## src/rtl/output_deskew_buffer.sv

```systemverilog
// rtl/output_deskew_buffer.sv - realigns the skewed systolic-array output wavefront into row-aligned words
module output_deskew_buffer #(
  parameter int N          = 4,
  parameter int data_width = 16,
  parameter int ROWS       = 4
) (
  input  logic                       clk,
  input  logic                       reset,
  input  logic                       enable,
  input  logic [N*data_width-1:0]    skewed_input,
  input  logic [N-1:0]               skewed_valid,
  input  logic                       clear_error,
  output logic [N*data_width-1:0]    aligned_output,
  output logic                       aligned_valid,
  output logic                       aligned_last,
  output logic [$clog2(ROWS>1?ROWS:2)-1:0] row_index,
  output logic                       align_error
);

  localparam int RW = $clog2(ROWS > 1 ? ROWS : 2);
  localparam logic [RW-1:0] LAST_ROW = RW'(ROWS - 1);

  // Delayed lane data/valid as seen at the alignment point (input of the output registers).
  logic [N-1:0][data_width-1:0] dly_data;
  logic [N-1:0]                 dly_valid;

  for (genvar j = 0; j < N; j++) begin : g_lane
    localparam int D = N - 1 - j;
    if (D == 0) begin : g_nodly
      assign dly_data[j]  = skewed_input[j*data_width +: data_width];
      assign dly_valid[j] = skewed_valid[j];
    end else begin : g_dly
      logic [data_width-1:0] data_q [D];
      logic [D-1:0]          valid_q;

      // Lane delay chain: data and valid shift together so they stay paired; frozen when enable=0.
      always_ff @(posedge clk or posedge reset) begin
        if (reset) begin
          for (int i = 0; i < D; i++) begin
            data_q[i] <= '0;
          end
          valid_q <= '0;
        end else if (enable) begin
          data_q[0]  <= skewed_input[j*data_width +: data_width];
          valid_q[0] <= skewed_valid[j];
          for (int i = 1; i < D; i++) begin
            data_q[i]  <= data_q[i-1];
            valid_q[i] <= valid_q[i-1];
          end
        end
      end

      assign dly_data[j]  = data_q[D-1];
      assign dly_valid[j] = valid_q[D-1];
    end
  end

  logic all_valid;
  logic mixed_valid;

  assign all_valid   = &dly_valid;
  assign mixed_valid = (|dly_valid) & ~all_valid;

  logic [N*data_width-1:0] out_q, out_d;
  logic                    valid_q, valid_d;
  logic                    last_q, last_d;
  logic [RW-1:0]           row_q, row_d;
  logic [RW-1:0]           cnt_q, cnt_d;
  logic                    err_q, err_d;

  // Next-state for the output stage: a beat is emitted only when every lane agrees it is valid.
  always_comb begin
    out_d   = out_q;
    valid_d = 1'b0;
    last_d  = 1'b0;
    row_d   = row_q;
    cnt_d   = cnt_q;
    if (enable) begin
      out_d = dly_data;
      if (all_valid) begin
        valid_d = 1'b1;
        row_d   = cnt_q;
        last_d  = (cnt_q == LAST_ROW);
        cnt_d   = (cnt_q == LAST_ROW) ? '0 : cnt_q + 1'b1;
      end
    end
    // Set has priority over a simultaneous clear so a fresh mismatch is never lost.
    err_d = (enable & mixed_valid) | (err_q & ~clear_error);
  end

  // Output registers, row counter and sticky error flag.
  always_ff @(posedge clk or posedge reset) begin
    if (reset) begin
      out_q   <= '0;
      valid_q <= 1'b0;
      last_q  <= 1'b0;
      row_q   <= '0;
      cnt_q   <= '0;
      err_q   <= 1'b0;
    end else begin
      out_q   <= out_d;
      valid_q <= valid_d;
      last_q  <= last_d;
      row_q   <= row_d;
      cnt_q   <= cnt_d;
      err_q   <= err_d;
    end
  end

  assign aligned_output = out_q;
  assign aligned_valid  = valid_q;
  assign aligned_last   = last_q;
  assign row_index      = row_q;
  assign align_error    = err_q;

endmodule
```

## config.mk

```make
export PLATFORM = sky130hd
export DESIGN_NAME = output_deskew_buffer
export DESIGN_NICKNAME = d
export VERILOG_FILES = /design/src/rtl/output_deskew_buffer.sv
export SDC_FILE = /design/constraint.sdc
export NUM_CORES = 1
export LEC_CHECK = 0
export ABC_AREA = 1
export CAP_MARGIN = 20
export CORE_AREA = 2 2 94 187
export CTS_CLUSTER_DIAMETER = 100
export DETAILED_ROUTE_END_ITERATION = 10
export DIE_AREA = 0 0 96 189
export PLACE_DENSITY = 0.67
export REMOVE_ABC_BUFFERS = 1
export SLEW_MARGIN = 20
export SYNTH_ARGS = -nofsm -noshare
export SYNTH_HDL_FRONTEND = slang
export SYNTH_SLANG_ARGS = --single-unit
```

## constraint.sdc

```tcl
create_clock -name clk -period 5.9 [get_ports clk]
set_input_delay 1.475 -clock clk [delete_from_list [all_inputs] [get_ports clk]]
set_output_delay 1.475 -clock clk [all_outputs]
set_load 0.005 [all_outputs]
```

# [Word level (Yosys, flattened, before mapping)]
# Index checks and enable logic that the tools add are counted.
[word_totals] regBits=173 input_bits=72 memories=0 out_inout_bits=69 elab_cells=31 rom_bits=0 ramBits=0 latchBits=0
[op_classes] n_lt_le_gt_ge=0 bitwise=6 n_addsub=1 eq_ne=1 multipliers=0 muxes=5 n_reduce_logical=3 div_mod_pow=0 shifts=0
[op_table] cell="5-bit AND reduction" n=1
[op_table] cell="1-bit two-way mux" n=4
[op_table] cell="4-bit AND reduction" n=1
[op_table] cell="4-bit OR reduction" n=1
[op_table] cell="1-bit AND" n=3
[op_table] cell="2-bit by 1-bit adder with 2-bit output, second input constant" n=1
[op_table] cell="2-bit equality test, second input constant" n=1
[op_table] cell="2-bit two-way mux" n=1
[op_table] cell="1-bit inverter" n=2
[op_table] cell="1-bit OR" n=1

# [Longest topological paths before layout]
# Gate-level depths: netlist of the first run.
[depth] depth_word=5 ltp_mapped=5 ltp_nobuf=5

# [Least setup slack after synthesis of the first run]
# Ideal clock, no wire load.
[synth_timing] path_kind="in2reg" start="in enable" end="reg cnt_q[0]" t_arrival_ns=1.977 path_buffers=2 setup_ns=0.117 stages=5 path_slack_ns=3.806 t_required_ns=5.783 cell_sequence="buf_4 buf_6 nand2_1 nand2_1 nand2_1"
[synth_between] elab_chain_cells=1
[synth_rtl] item="from (decl)" line_no="9" text="input logic enable,"
[synth_rtl] item="5-bit AND reduction (no source line)"
[synth_rtl] item="to (signal assigned)" line_no="105" text="cnt_q <= cnt_d;"
[synth_rtl] item="to (decl)" line_no="68" text="logic [RW-1:0] cnt_q, cnt_d;"
# No other way between the ends.
# A chain may end at the register's enable or synchronous reset.

# [Worst setup path in the final report of the first run]
[layout_timing] start="in enable" end="reg g_lane[0].g_dly.data_q, in the netlist dly_data[8]"
[layout_lines] item="to (signal, indexed assignment)" line_no="47" text="data_q[i] <= data_q[i-1];"
[layout_lines] item="to (decl)" line_no="33" text="logic [data_width-1:0] data_q [D];"
# No word-level cell between the ends.

==> results.md, run 1 <==
* Status: completed
* Slew @ Worst Pin at 1020 ps
* DR WL/cell at around 12 microns
* Routed vias/inst at between 4 and 5
* Max IR drop VDD at about 0.21 mV
* Top Metal Used: met4
* Clock Skew at ~9 ps
* Maxcap violations at 0
* Yosys reg bits at 173
* Post-route cell area at around 8600 sq um
* Site Rows at 67
* Cell mode on critical path: buf_4
* Max Fclk at between 300 and 400 MHz
* H-Tree Depth at 4
* Post-DP HPWL at 7.77 mm
* # setup viols final at 0
* # hold bufs at CTS at 0
* Vias in the first global route at between 4,000 and 5,000
* Power per cell area at around 330 nW/um^2
* Worst path required time at a little over 6000 ps
* CP max stage cell: inv_4
* Cts bufs inserted at 17
* Via count at 4,685
* Initial Util at 39.3%
* Final core occ at roughly half
* DP Worst Slack at roughly 2200 ps
* DP Area at 8000 sq um
* Crit path cell chain: buf_4 > inv_4 > buf_4 > o21ai_0
* Routed Antenna Nets at 0
* Remaining DRCs at 0
* CTS tree: done
* Max-slew headroom at 32.1%
* Sequential cell area at between 4000 and 5000 sq um
* Final Critical Period at around 3200 ps
* Worst skew pair latency at about 420 ps
* CTS root buf: clkbuf_16
* Inserted Diodes at 0
* Mapped Cells at between 700 and 800
* Routed WL at 12.7 mm
* Final hold vios at 0
* Drt first-iter violations at between 200 and 300
* RSZ-0062 raised after global routing: false
* Sequential area share after synthesis at between 60% and 70%
* Critical path's largest stage delay at 850 ps
* Critical Path AT at 3480 ps
* Crit path launch type: input port
* Tcrit/Tclk final at 54.4%
* Fin worst setup slack at ~2700 ps
* Cts repair resizes at 0
* Initial antenna violation count at 0
* Most frequent cells in the layout: nand2_1, dfrtp_1, clkdlybuf4s50_1, o21ai_0, inv_1
* Max-slew violation count at 0
* Post CTS Setup Buffer Count at 0
* Die H at around 190 microns
* Hold crit path type: register to register
* First-pass GRT wire length at 21.4 mm
* DRT Pass-1 Iters at 4
* Leak pwr at 4.29 nW
* Clock-pin slew on the worst setup and hold paths at roughly 70 ps
* Endpoint type of the worst setup path: register
* GP Congestion at 0.728
* Die width at ~96 microns
* CTS sink cnt at approximately 170
* Routed length on met2 at around 6.4 mm
* Metal3 WL at roughly 680 microns
* Yosys warnings at 0
* CORE AREA at around 17,000 sq um
* Grt ovf at 0
* Multi-input logic area at 1810 sq um
* Nets at between 900 and 1,000
* Crit Path Max Fanout at between 100 and 150
* Fill cells at between 1,500 and 2,000
* Synthesized area at roughly 6600 sq um
* M1 wire length at about 5.4 mm
* IO Pins at ~140
* Tot GR Track Use at around 15%
* Share of cells above drive strength 1 at between 4 and 5%
* Synth Area per Inst at about 9 sq um
* Setup CP Type: input port to register
* Pin count of the biggest net entering global routing at about 110
* Port bufs at 140
* Clock Path Buffers at 2
* Yosys cell types at 14
* Die ar. at between 15,000 and 20,000 sq um
* Worst hold slack at 471 ps
* Area growth syn-to-layout at 30.7%
* Commonest non-fill, non-tap cell in the layout: nand2_1
* Final Total Pwr at 0.00280 W
-- metrics by stage --
step                      instances  setup TNS [ps]
after floorplan                 670          -45580
after global placement         1020               0
after detailed placement       1020               0
after CTS                      1052               0
after global routing           1052               0
final                          1052               0
-- worst paths after layout --
kind / cells after the start / end / startpoint / slack [ps]
min in group asynchronous: 2 / aligned_output[26]$_DFFE_PP0P_ / reset / 1610
worst min register to register: 2 / g_lane[2].g_dly.data_q[12]$_DFFE_PP0P_ / g_lane[2].g_dly.data_q[12]$_DFFE_PP0P_ / 470
worst min-delay path: 2 / g_lane[2].g_dly.data_q[12]$_DFFE_PP0P_ / g_lane[2].g_dly.data_q[12]$_DFFE_PP0P_ / 470
max in group asynchronous: 3 / aligned_output[48]$_DFFE_PP0P_ / reset / 3510
worst max register to register: 5 / row_index[1]$_DFFE_PP0P_ / g_lane[2].g_dly.valid_q$_DFFE_PP0P_ / 4770
worst max-delay path: 4 / dly_data[8]$_DFFE_PP0P_ / enable / 2690
-- cell usage after synthesis --
master / count / share of area (%)
buf_2: 17 / 1.3
buf_4: 5 / 0.57
buf_6: 10 / 1.7
clkbuf_1: 2 / 0.11
clkbuf_2: 3 / 0.23
dfrtp_1: 173 / 66
ha_1: 1 / 0.19
inv_1: 41 / 2.3
nand2_1: 377 / 22
nand3_1: 5 / 0.38
nor2_1: 4 / 0.23
nor2_2: 1 / 0.095
o21ai_0: 67 / 5.1
o21ai_1: 1 / 0.076
-- registers in the layout (all words and copies together), names as in the netlist --
name	count
aligned_last	1
dly_data	32
g_lane.g_dly.data_q	64
g_lane.g_dly.valid_q	6
aligned_valid	1
row_index	2
aligned_output	64
cnt_q	2
align_error	1
-- critical path, delay by kind of cell --
| kind | cells | cell delay [ps] |
|---|---|---|
| buffers and inverters | 3 | 1780 |
| AOI/OAI and AO/OA | 1 | 190 |
-- cells by family (layout without fill, tap and decap cells) --
logic type	count (synthesis)	in the layout	synth area share (%)
compound gates	68	68	5.19
fa+ha+maj	1	1	0.191
buf+inv	78	216	6.28
flops	173	173	66.0
simple gates	387	387	22.3
-- power breakdown --
group          internal [W]  switching [W]
clock network      0.000563       0.000513
logic              0.000186       0.000159
registers           0.00131      0.0000645
-- metal layers --
layer / vias to the layer above / GRT usage [%]
met5: - / 0
met4: 0 / 6.21
met3: 20 / 4.62
met2: 98 / 24.9
met1: 2169 / 17.8
li1: 2398 / -
-- cell type report --
class | instances | share of cell area [%]
multi-input cells | 456 | 21.2
clock buffers | 17 | 4.96
flip-flops and latches | 173 | 50.5
repair buffers | 143 | 16.7
well taps | 207 | 3.02
inverters | 41 | 1.91
clock inverters | 15 | 1.68
(Power assumes the default switching activity.)
==> run 2, diff against run 1 <==
--- a/config.mk
+++ b/config.mk
@@ -11,7 +11,6 @@
 export CTS_CLUSTER_DIAMETER = 100
 export DETAILED_ROUTE_END_ITERATION = 10
 export DIE_AREA = 0 0 96 189
-export PLACE_DENSITY = 0.67
 export REMOVE_ABC_BUFFERS = 1
 export SLEW_MARGIN = 20
 export SYNTH_ARGS = -nofsm -noshare
==> constraint.sdc (replaced) <==
create_clock -name clk -period 3.3 [get_ports clk]
set_input_delay 0.825 -clock clk [delete_from_list [all_inputs] [get_ports clk]]
set_output_delay 0.825 -clock clk [all_outputs]
set_load 0.005 [all_outputs]
==> run 2 against run 1 <==
  * Via count is 2.6% higher
  * Clock skew is 1.1 ps lower
  * Setup slack worse by 1500 ps
  * Total power is 80% higher
  * Clock-buffer cell count is 1 higher
  * Register-to-register slack worse by 2600 ps
  * Worst hold slack worse by 2.1 ps
  * Critical path depth is 3 lower
  * Sequential share of layout area is 0.35 points lower
  * Critical endpoint is now aligned_output[3]
  * Largest power group unchanged
==> results.md, run 2 (synthesized netlist as in run 1, its figures left out) <==
* Status: completed
* Crit Path Max Fanout at 2
* Post-DP HPWL at 8.96 mm
* Sw frac at 24.4%
* # setup viols final at 0
* Grt ovf at 0
* Commonest non-fill, non-tap cell in the layout: nand2_1
* Power per cell area at just under 600 nW/um^2
* Cts bufs inserted at 17
* Switch Pwr at approximately 0.0012 W
* Initial Util at between 30% and 40%
* Routed vias/inst at roughly 4.6
* H-Tree Depth at 4
* Worst skew pair latency at 420 ps
* CTS sink cnt at about 170
* Port bufs at 140
* Worst Hold Path Cells at 2
* IO Pins at approximately 140
* R2R Setup Slk at 2180 ps
* Area growth syn-to-layout at 31.6%
* Leak pwr at 4.31 nW
* Max-slew violation count at 0
* Remaining DRCs at 0
* Final Critical Period at between 2000 and 2500 ps
* Clock-pin slew on the worst setup and hold paths at approximately 60 ps
* Combinational share of power at about 13%
* Inserted Diodes at 0
* Slew @ Worst Pin at between 600 and 700 ps
* Tcrit/Tclk final at 65.2%
* Site Rows at 67
* RSZ-0062 raised after global routing: false
* Setup CP Type: register to primary output
* Crit path launch type: register
* Hold Path Origin: aligned_output[10]$_DFFE_PP0P_
* Tot GR Track Use at ~16%
* Critical path's largest stage delay at 570 ps
* Critical Path AT at around 1300 ps
* P_int at around 0.0038 W
* Worst r2r path cells at 5
* Via count at between 4,000 and 5,000
* Initial antenna violation count at 0
* Final hold vios at 0
* Clock Path Buffers at 2
* Clock Skew at just under 8 ps
* DP Area at around 8100 sq um
* Die width at 96 microns
* CORE AREA at between 15,000 and 20,000 sq um
* Worst path required time at 2470 ps
* Max IR drop VDD at around 0.37 mV
* Final core occ at between 50% and 60%
* CP max stage cell: clkdlybuf4s50_1
* Top delay family on crit path: buffers and inverters
* Die ar. at about 18,000 sq um
* Drt first-iter violations at about 270
* Fin cells at roughly 1,100
* Cts repair resizes at 0
* Maxcap violations at 0
* Hold EP: aligned_output[10]$_DFFE_PP0P_
* Endpoint type of the worst setup path: primary output
* Hold crit path type: register to register
* Crit path cell chain: clkdlybuf4s50_1
* Nets at a little over 900
* Max Fclk at 465 MHz
* Reg power frac at 49.2%
* Placed insts at around 1,000
* Die H at 189 microns
* GP Congestion at 0.729
* Share of cells above drive strength 1 at about 4.8%
* Routed WL at between 10 and 15 mm
* Final Total Pwr at roughly 0.005 W
* Post-route cell area at approximately 8600 sq um
* Max-slew headroom at between 50% and 60%
* Vias in the first global route at roughly 4,800
* Post CTS Setup Buffer Count at 0
* R2r startpoint: g_lane[2].g_dly.valid_q$_DFFE_PP0P_
* CTS root buf: clkbuf_16
* Most frequent cells in the layout: nand2_1, dfrtp_1, clkdlybuf4s50_1, o21ai_0, inv_1
* CTS tree: done
* DR WL/cell at approximately 13 microns
* Clk pwr share at a little under two fifths
* Reg2reg end: row_index[0]$_DFFE_PP0P_
* Pin count of the biggest net entering global routing at roughly 170
* First-pass GRT wire length at approximately 23 mm
* Routed Antenna Nets at 0
* DRT Pass-1 Iters at 5
* CP Buf/Inv Count at 1
* # hold bufs at CTS at 0
==> run 2: changes by cell type in the layout (fill, tap and decap cells not counted) <==
cell / previous run / this run
buf_12: 1 / 3
buf_4: 3 / 6
bufinv_16: 0 / 2
clkbuf_1: 0 / 1
clkinv_2: 0 / 1
clkinvlp_4: 2 / 3
inv_8: 7 / 0
==> run 2: how the worst max path moves through the flow <==
stage | start | to | slack, ps | cells past startpoint
6_report | aligned_output[3]$_DFFE_PP0P_ | aligned_output[3] | 1150 | 1
5_1_grt | aligned_output[11]$_DFFE_PP0P_ | aligned_output[11] | 1100 | 1
4_1_cts | aligned_output[11]$_DFFE_PP0P_ | aligned_output[11] | 1110 | 1
3_5_place_dp | enable | dly_data[21]$_DFFE_PP0P_ | 1180 | 4
2_1_floorplan | reset | align_error$_DFF_PP0_ | -2210 | 1
3_3_place_gp | enable | dly_data[16]$_DFFE_PP0P_ | 1210 | 4
==> run 2: power by group through the flow <==
stage | registers (W) | clock network (W) | logic, W
2_1_floorplan | 0.00249 | 0 | 0.000250
3_3_place_gp | 0.00250 | 0 | 0.000624
3_5_place_dp | 0.00251 | 0 | 0.000646
4_1_cts | 0.00247 | 0.00199 | 0.000649
5_1_grt | 0.00250 | 0.00209 | 0.000718
6_report | 0.00247 | 0.00193 | 0.000631
==> run 2: cell type report <==
| class | count | area (sq um) |
|---|---|---|
| Clock buffer | 18 | 429 |
| Clock inverter | 12 | 140 |
| Fill cell | 1553 | 8050 |
| Inverter | 41 | 161 |
| Multi-Input combinational cell | 456 | 1810 |
| Sequential cell | 173 | 4330 |
| Tap cell | 207 | 259 |
| Timing Repair Buffer | 148 | 1500 |
==> run 2: per-layer routing <==
layer  GRT usage (%)  up-vias  wire length (microns)
li1                -     2403                      -
met4            7.64        0                    399
met3            3.90       20                    602
met1            19.6     2276                   5470
met5               0        -                      0
met2            26.3      109                   7070
==> run 2: metrics by stage <==
stage	hold WS (ps)	setup TNS (ps)	setup WS, ps
2_1_floorplan	442	-389490	-2210
3_3_place_gp	454	0	1210
3_5_place_dp	459	0	1180
4_1_cts	474	0	1110
5_1_grt	489	0	1100
6_report	469	0	1150
